File: config.mk
export PLATFORM = sky130hd
export DESIGN_NAME = prg_loader
export DESIGN_NICKNAME = d
export VERILOG_FILES = /design/src/rtl/monitor_pkg.sv /design/src/rtl/prg_loader.sv
export SDC_FILE = /design/constraint.sdc
export NUM_CORES = 1
export LEC_CHECK = 0
export CORE_ASPECT_RATIO = 1.75
export CORE_MARGIN = 3
export CORE_UTILIZATION = 35
export DETAILED_ROUTE_END_ITERATION = 16
export HOLD_SLACK_MARGIN = 0.05
export PLACE_DENSITY = 0.68
export REMOVE_ABC_BUFFERS = 1
export SLEW_MARGIN = 20
export SYNTH_ARGS = -nofsm -noshare
export SYNTH_HDL_FRONTEND = slang
export SYNTH_SLANG_ARGS = --single-unit
File: constraint.sdc
create_clock -name clock -period 3.05 [get_ports clock]
set_clock_uncertainty 0.2 [all_clocks]
set_input_delay 0.7625 -clock clock [delete_from_list [all_inputs] [get_ports clock]]
set_output_delay 0.7625 -clock clock [all_outputs]
set_load 0.05 [all_outputs]
File: src/rtl/monitor_pkg.sv
// Shared definitions for the monitor-side program loader: protocol bytes and FSM states.
package monitor_pkg;

    localparam logic [7:0] CMD_W = 8'h57;
    localparam logic [7:0] CMD_R = 8'h52;
    localparam logic [7:0] CMD_L = 8'h4C;
    localparam logic [7:0] CMD_D = 8'h44;
    localparam logic [7:0] ACK   = 8'h06;
    localparam logic [7:0] NAK   = 8'h15;

    typedef enum logic [2:0] {
        ST_IDLE,
        ST_GET_ADDR,
        ST_GET_COUNT,
        ST_GET_DATA,
        ST_WRITE,
        ST_READ_WAIT,
        ST_SEND
    } state_e;

    function automatic logic is_known_cmd(input logic [7:0] b);
        return (b == CMD_W) || (b == CMD_R) || (b == CMD_L) || (b == CMD_D);
    endfunction

endpackage

File: src/rtl/prg_loader.sv
// Byte-stream command parser driving the memory program port (W/R/L/D commands)
// and returning ACK/NAK or read data to the UART transmitter.
module prg_loader
    import monitor_pkg::*;
#(
    parameter int unsigned RD_LATENCY     = 1,
    parameter int unsigned TIMEOUT_CYCLES = 5_000_000
) (
    input  logic       clock,
    input  logic       reset,
    input  logic [7:0] rx_data,
    input  logic       rx_valid,
    output logic [7:0] tx_data,
    output logic       tx_valid,
    input  logic       tx_ready,
    output logic       prg_we,
    output logic [7:0] prg_MA,
    output logic [7:0] prg_WD,
    input  logic [7:0] prg_RD,
    output logic       busy
);

    localparam int unsigned TO_W = $clog2(TIMEOUT_CYCLES + 1);
    localparam logic [TO_W-1:0] TO_LAST = TO_W'(TIMEOUT_CYCLES - 1);
    localparam logic [1:0]      RD_LAST = 2'(RD_LATENCY);

    state_e          state_q;
    logic [7:0]      cmd_q;
    logic [7:0]      addr_q;
    logic [8:0]      count_q;
    logic [1:0]      rd_cnt_q;
    logic [TO_W-1:0] to_cnt_q;
    logic            prg_we_q;
    logic [7:0]      prg_ma_q;
    logic [7:0]      prg_wd_q;
    logic [7:0]      tx_data_q;
    logic            tx_valid_q;

    logic in_get;
    logic to_expired;

    assign in_get     = (state_q == ST_GET_ADDR) || (state_q == ST_GET_COUNT) ||
                        (state_q == ST_GET_DATA);
    assign to_expired = in_get && !rx_valid && (to_cnt_q == TO_LAST);

    always_ff @(posedge clock or posedge reset) begin
        if (reset) begin
            state_q    <= ST_IDLE;
            cmd_q      <= 8'h00;
            addr_q     <= 8'h00;
            count_q    <= 9'd0;
            rd_cnt_q   <= 2'd0;
            to_cnt_q   <= '0;
            prg_we_q   <= 1'b0;
            prg_ma_q   <= 8'h00;
            prg_wd_q   <= 8'h00;
            tx_data_q  <= 8'h00;
            tx_valid_q <= 1'b0;
        end else begin
            // NOTE: a default non-blocking assignment followed by a later one in the
            // same block is legal; the last assignment wins, giving a one-cycle strobe.
            prg_we_q <= 1'b0;

            // Idle timer only runs while waiting for operand bytes.
            if (in_get && !rx_valid) begin
                to_cnt_q <= to_cnt_q + 1'b1;
            end else begin
                to_cnt_q <= '0;
            end

            unique case (state_q)
                ST_IDLE: begin
                    if (rx_valid) begin
                        cmd_q   <= rx_data;
                        count_q <= 9'd1;
                        if (is_known_cmd(rx_data)) begin
                            state_q <= ST_GET_ADDR;
                        end else begin
                            tx_data_q  <= NAK;
                            tx_valid_q <= 1'b1;
                            state_q    <= ST_SEND;
                        end
                    end
                end

                ST_GET_ADDR: begin
                    if (to_expired) begin
                        state_q <= ST_IDLE;
                    end else if (rx_valid) begin
                        addr_q <= rx_data;
                        if (cmd_q == CMD_W) begin
                            state_q <= ST_GET_DATA;
                        end else if (cmd_q == CMD_R) begin
                            prg_ma_q <= rx_data;
                            rd_cnt_q <= 2'd0;
                            state_q  <= ST_READ_WAIT;
                        end else begin
                            state_q <= ST_GET_COUNT;
                        end
                    end
                end

                ST_GET_COUNT: begin
                    if (to_expired) begin
                        state_q <= ST_IDLE;
                    end else if (rx_valid) begin
                        count_q <= (rx_data == 8'h00) ? 9'd256 : {1'b0, rx_data};
                        if (cmd_q == CMD_D) begin
                            prg_ma_q <= addr_q;
                            rd_cnt_q <= 2'd0;
                            state_q  <= ST_READ_WAIT;
                        end else begin
                            state_q <= ST_GET_DATA;
                        end
                    end
                end

                ST_GET_DATA: begin
                    if (to_expired) begin
                        state_q <= ST_IDLE;
                    end else if (rx_valid) begin
                        prg_ma_q <= addr_q;
                        prg_wd_q <= rx_data;
                        prg_we_q <= 1'b1;
                        state_q  <= ST_WRITE;
                    end
                end

                ST_WRITE: begin
                    addr_q  <= addr_q + 8'd1;
                    count_q <= count_q - 9'd1;
                    if (count_q == 9'd1) begin
                        tx_data_q  <= ACK;
                        tx_valid_q <= 1'b1;
                        state_q    <= ST_SEND;
                    end else begin
                        state_q <= ST_GET_DATA;
                    end
                end

                ST_READ_WAIT: begin
                    if (rd_cnt_q == RD_LAST) begin
                        tx_data_q  <= prg_RD;
                        tx_valid_q <= 1'b1;
                        state_q    <= ST_SEND;
                    end else begin
                        rd_cnt_q <= rd_cnt_q + 2'd1;
                    end
                end

                ST_SEND: begin
                    if (tx_ready) begin
                        tx_valid_q <= 1'b0;
                        // A dump continues with the next address; everything else ends here.
                        if ((cmd_q == CMD_D) && (count_q != 9'd1)) begin
                            count_q  <= count_q - 9'd1;
                            addr_q   <= addr_q + 8'd1;
                            prg_ma_q <= addr_q + 8'd1;
                            rd_cnt_q <= 2'd0;
                            state_q  <= ST_READ_WAIT;
                        end else begin
                            state_q <= ST_IDLE;
                        end
                    end
                end

                default: state_q <= ST_IDLE;
            endcase
        end
    end

    assign prg_we   = prg_we_q;
    assign prg_MA   = prg_ma_q;
    assign prg_WD   = prg_wd_q;
    assign tx_data  = tx_data_q;
    assign tx_valid = tx_valid_q;
    assign busy     = (state_q != ST_IDLE);

endmodule

== Word level (Yosys, flattened, before mapping) ==
Index checks and enable logic that the tools add are counted.
Storage, ports and cells
  logic and storage cells: 143
  bits in registers: 79
  input port bits: 20
Operators by class
  add/subtract/negate cells: 4
  bitwise gates (word level): 1
  eq/ne operators: 36
  multiplexer cells: 64
  reductions and logical operators: 27
Operators by type and width (count)
  two-way mux 8 bit: 17
  equality test 8 x 7 -> 1 bit (second input constant): 7
  two-way mux 9 bit: 6
  case mux 8 bit (3 select lines): 2
  two-way mux 3 bit: 15
  case mux 9 bit (4 select lines): 1
  case mux 8 bit (4 select lines): 1
  inequality test 2 bit (second input constant): 14
  adder 23 x 1 -> 23 bit (second input constant): 1
  equality test 23 bit (second input constant): 1
  two-way mux 23 bit: 1
  case mux 3 bit (7 select lines): 1
  two-way mux 2 bit: 10
  AND reduction 6 bit: 3
  nonzero test 4 bit: 4
  AND reduction 12 bit: 1
  AND reduction 11 bit: 1
  AND reduction 5 bit: 2
  equality test 3 bit (second input constant): 3
  equality test 9 x 1 -> 1 bit (second input constant): 1
  inequality test 3 bit (second input constant): 3
  inequality test 9 x 1 -> 1 bit (second input constant): 1
  nonzero test 3 bit: 3
  subtractor 9 x 1 -> 9 bit (second input constant): 1
  17 further kinds: 32

== Depth between registers and ports, before layout ==
  word-level depth: 7
  mapped depth: 8
  mapped depth without buffers: 7

== Worst setup path before layout ==
Ideal clock, no wire load.
  path type: register -> register
  start point: register cmd_q[3]
  end point: register rd_cnt_q[1]
  path slack: 0.558 ns
  required time: 2.725 ns
  stages on the path, launching flop included: 7
  arrival time: 2.167 ns
  cells stage by stage: dfrtp_1 > or4b_4 > nor3_4 > a31oi_2 > buf_4 > nor4_1 > mux2_2
On the way
  word-level cells in the longest chain between the ends: 4
  elaborated cells between the ends (all ways): 9
  those cells by class: 7 x eq/ne; 2 x reduce/logical
Ends and longest elaborated chain
  start: declaration: RTL line prg_loader.sv:28  | logic [7:0] cmd_q;
  start signal: assignment: RTL line prg_loader.sv:74  | cmd_q <= rx_data;
  equality test 8 x 7 -> 1 bit: RTL line prg_loader.sv:108, prg_loader.sv:155
  logical AND 1 bit: RTL line prg_loader.sv:155  | if ((cmd_q == CMD_D) && (count_q != 9'd1)) begin
  inequality test 2 bit (no line)
  AND reduction 11 bit (no line) *
  end signal: assignment: RTL line prg_loader.sv:147  | rd_cnt_q <= rd_cnt_q + 2'd1;
  end: declaration: RTL line prg_loader.sv:31  | logic [1:0] rd_cnt_q;
Mark *: on every way between the ends. The rest lies on a longest branch, timed or not.
A chain may end at the register's enable or synchronous reset.

== Final worst setup path ==
  start point: register state_q[0]
  end point: output port busy
On the way
  word-level cells in the longest chain between the ends: 1
Ends and longest elaborated chain
  start: declaration: RTL line prg_loader.sv:27  | state_e state_q;
  start signal: assignment: RTL line prg_loader.sv:48  | state_q <= ST_IDLE;
  start signal: assignment: RTL line prg_loader.sv:77  | state_q <= ST_GET_ADDR;
  start signal: assignment: RTL line prg_loader.sv:81  | state_q <= ST_SEND;
  nonzero test 3 bit: RTL line prg_loader.sv:177  | assign busy = (state_q != ST_IDLE);
  end: declaration: RTL line prg_loader.sv:20  | output logic busy
Every way passes these cells.

==> results by group <==
Floorplan
  – Die Span Y: 155.8 um
  – DIE WIDTH: 91.61 um
  – Placeable Area: 12500 um2
  – Initial core utilization: 35.92%
  – # rows: 54
  – Die outline area: 14270 um2
  – Ports: 47

Synthesis
  – Post-synth EDFFs: 0
  – Mapped Area: 4489 um2
  – YS warnings: 0
  – Mean post-synth cell area: 9.162 um2
  – Post-synth top flop: dfrtp_1
  – Area contributors post-synth: dfrtp_1 44%, mux2_2 4.5%, nor2_1 4.4%
  – Yosys top cell area share: 44.04%
  – Seq/Total Area, Yosys: 44.04%
  – Cell taking the most area after synthesis: dfrtp_1
  – Synth async-reset ratio: 100.0%
  – Post-synthesis cell type count: 67
  – #FFs+latches synth: 79
  – Cells after Synth: 490

STA
  – Setup TNS: 0 ns
  – Fin. Hold Viols: 0
  – Worst Tran Pin Value: 0.6845 ns
  – Post-route minimum period: 2.733 ns
  – RSZ-0062 raised after global routing: false
  – Max Fclk: 365.9 MHz
  – Setup violators final: 0
  – Final Hold Slack: 0.2767 ns
  – Pins over their slew limit: 0
  – Period Utilization, post-route: 89.61%
  – Rel. slew slack: 54.02%

Pwr
  – Clk pwr share: 19.0%
  – Pleak: 0.002388 uW
  – Peak VDD IR: 0.3502 mV
  – Cell internal pwr: 3284 uW
  – Seq pwr share: 29.5%
  – Switching portion of total power: 43.69%
  – Switch Pwr: 2548 uW
  – Pwr dens: 1039 nW/um2
  – Gate power share: 51.5%

Cells and area
  – Layout area overhead: 24.97%
  – Final Instance Count excl. Fillers: 718
  – Ant diodes: 0
  – Layout cell share with drive strength beyond 1: 14.73%
  – Fillcell total: 1201
  – Post-route design area: 5610 um2
  – Final Net Count: 571

Route
  – DR iter-0 viols: 510
  – DR vias: 4075
  – Drt first pass iters: 6
  – ANT nets after route: 0
  – Average wire per standard cell: 17.19 um
  – Final wirelength: 12340 um
  – DRC: 0
  – Drt via density: 5.675

Setup path
  – WP depth: 3
  – Worst path max stage delay: 0.51 ns
  – CP startpoint: state_q[0]$_DFFE_PP0P_
  – Top Family by Delay on Critical Path: simple AND/OR/NAND/NOR gates
  – CP Capture Type: output port
  – Crit-path cells: buf_4 > or3_1 > buf_12
  – Critical Path AT: 1.77 ns
  – Worst path bufs/invs: 2
  – Setup crit start kind: flip-flop
  – Crit-path max FO: 19
  – R2r startpoint: cmd_q[3]$_DFFE_PP0P_
  – Crit path kind: flip-flop to output port
  – Worst R2R Path Depth: 6
  – Slowest-stage cell, CP: or3_1
  – Worst path required time: 2.09 ns

Clocking
  – Worst-path clk slew: 0.06 ns
  – Clock latency on the worst-skew pair: 0.34 ns
  – Hold_buf cts: 0
  – Root Driver: clkbuf_16
  – H-tree Lvls: 3
  – Setup bufs post-CTS: 0
  – TritonCTS buffer count: 9
  – CTS max path bufs: 2
  – Clk sinks: 79
  – CTS tree: yes
  – Post_cts resized: 0

Place
  – Post-Place Cells: 703
  – Placed inst area: 5311 um2
  – RD Place Congestion: 0.8782
  – Dpl hpwl: 9087 um
  – Buffers added on ports: 46

Hold path
  – HP Start: prg_WD[0]$_DFFE_PP0P_
  – Hold path cells: 2
  – Hold Path Class: flip-flop to flip-flop

GRT
  – Remaining Overflow, GRT: 0
  – Vias in the first global route: 4256
  – Global-route wire length before repair: 20810 um
  – Largest net degree at the start of global routing: 38
  – Initial antenna violation count: 0
  – Total GRT Usage: 17.99%

Run status
  – Status: completed

Run
  – Maxcap violations: 0
[Yosys cell counts, drive strengths merged, types with 9 or more instances]
cell type	n
nor2	53
and3	10
mux2	18
nand4	9
nand2	47
nand3	14
clkbuf	31
o31ai	12
dfrtp	79
nor4	14
inv	14
a21oi	19
a31oi	11
o21ai	33
xor2	18
[worst register-to-register path: stages, from the launching register on]
cell	delay, ns
dfrtp_1	0.38
or4b_4	0.59
nor3_4	0.29
a31oi_2	0.20
buf_4	0.21
or3_4	0.38
a211o_1	0.29
[layout make-up]
| type | instances | area [um2] | share of cell area, % |
|---|---|---|---|
| tap | 168 | 210.2 | 3.747 |
| timing repair buffer | 79 | 743.2 | 13.25 |
| sequential | 79 | 1977 | 35.24 |
| multi-input combinational | 361 | 2320 | 41.35 |
| inverter | 16 | 61.31 | 1.093 |
| clock inverter | 3 | 42.54 | 0.7583 |
| clock buffer | 12 | 256.5 | 4.572 |
[cell families (layout without fill, tap and decap cells)]
kind of cell / count (synthesis) / after routing / share of synthesized area [%]
buffers and inverters: 50 / 110 / 4.292
multiplexers: 22 / 22 / 5.407
XOR/XNOR: 22 / 22 / 4.292
AND/OR/NAND/NOR: 191 / 191 / 22.55
flip-flops: 79 / 79 / 44.04
adder cells (fa/ha/maj): 5 / 5 / 1.394
AO/OA/AOI/OAI: 121 / 121 / 18.03
[cells in the final DEF, fill, tap and decap left out, types with 3 or more instances in the layout]
master and count:
and4_1 6, o22ai_1 6, a22oi_1 4, mux2_2 18, xor2_1 18, o21ai_0 32
xnor2_1 4, dfrtp_1 79, inv_1 13, a221o_1 3, clkbuf_16 9, nor3_1 6
and3_1 10, o21a_1 4, nand2b_1 3, nand3_1 14, and2_1 7, nor2b_1 3
o31ai_1 12, mux2i_1 4, clkdlybuf4s50_1 45, nand2_1 47, a31oi_1 10, nand4_1 9
nor4_1 12, a2bb2oi_1 5, a21oi_1 19, buf_4 31, buf_12 3, ha_1 5
nor2_1 53
[path summary, 6_finish.rpt]
check / endpoint / slack, ns
max: busy / 0.32
min: prg_WD[0]$_DFFE_PP0P_ / 0.28
max reg2reg: addr_q[0]$_DFFE_PP0P_ / 0.39
min reg2reg: prg_WD[0]$_DFFE_PP0P_ / 0.28
max in group asynchronous: addr_q[6]$_DFFE_PP0P_ / 1.45
min in group asynchronous: prg_MA[5]$_DFFE_PP0P_ / 0.58
[metrics by stage]
| step | utilization [%] | power (uW) | setup slack [ns] |
|---|---|---|---|
| floorplan | - | 3642 | 0.06412 |
| global placement | 42.49 | 4624 | 0.08187 |
| detailed placement | 42.49 | 4710 | 0.01061 |
| CTS | 44.88 | 5836 | 0.3355 |
| global route | 44.88 | 6181 | 0.2266 |
| finish | 44.88 | 5832 | 0.3170 |
[sequential cells by signal, indices dropped and copies added (netlist names)]
name,flops
state_q,3
prg_we,1
prg_WD,8
to_cnt_q,23
prg_MA,8
count_q,9
addr_q,8
cmd_q,8
rd_cnt_q,2
tx_data,8
tx_valid,1
[power groups by stage]
stage | clock, uW | sequential [uW] | combinational, uW
after floorplan | 0 | 2190 | 1450
after global placement | 0 | 1710 | 2910
after detailed placement | 0 | 1730 | 2980
after CTS | 1130 | 1720 | 2990
after global routing | 1160 | 1770 | 3250
final | 1110 | 1720 | 3010
[routing by layer]
layer  GRT usage (%)  wire length, um  vias up
met2           33.07             6782      114
met5               0                0        -
li1                -                -     1890
met3           4.054              513       30
met1           19.40             4731     2041
met4           8.129              313        0
(Power assumes the default switching activity.)
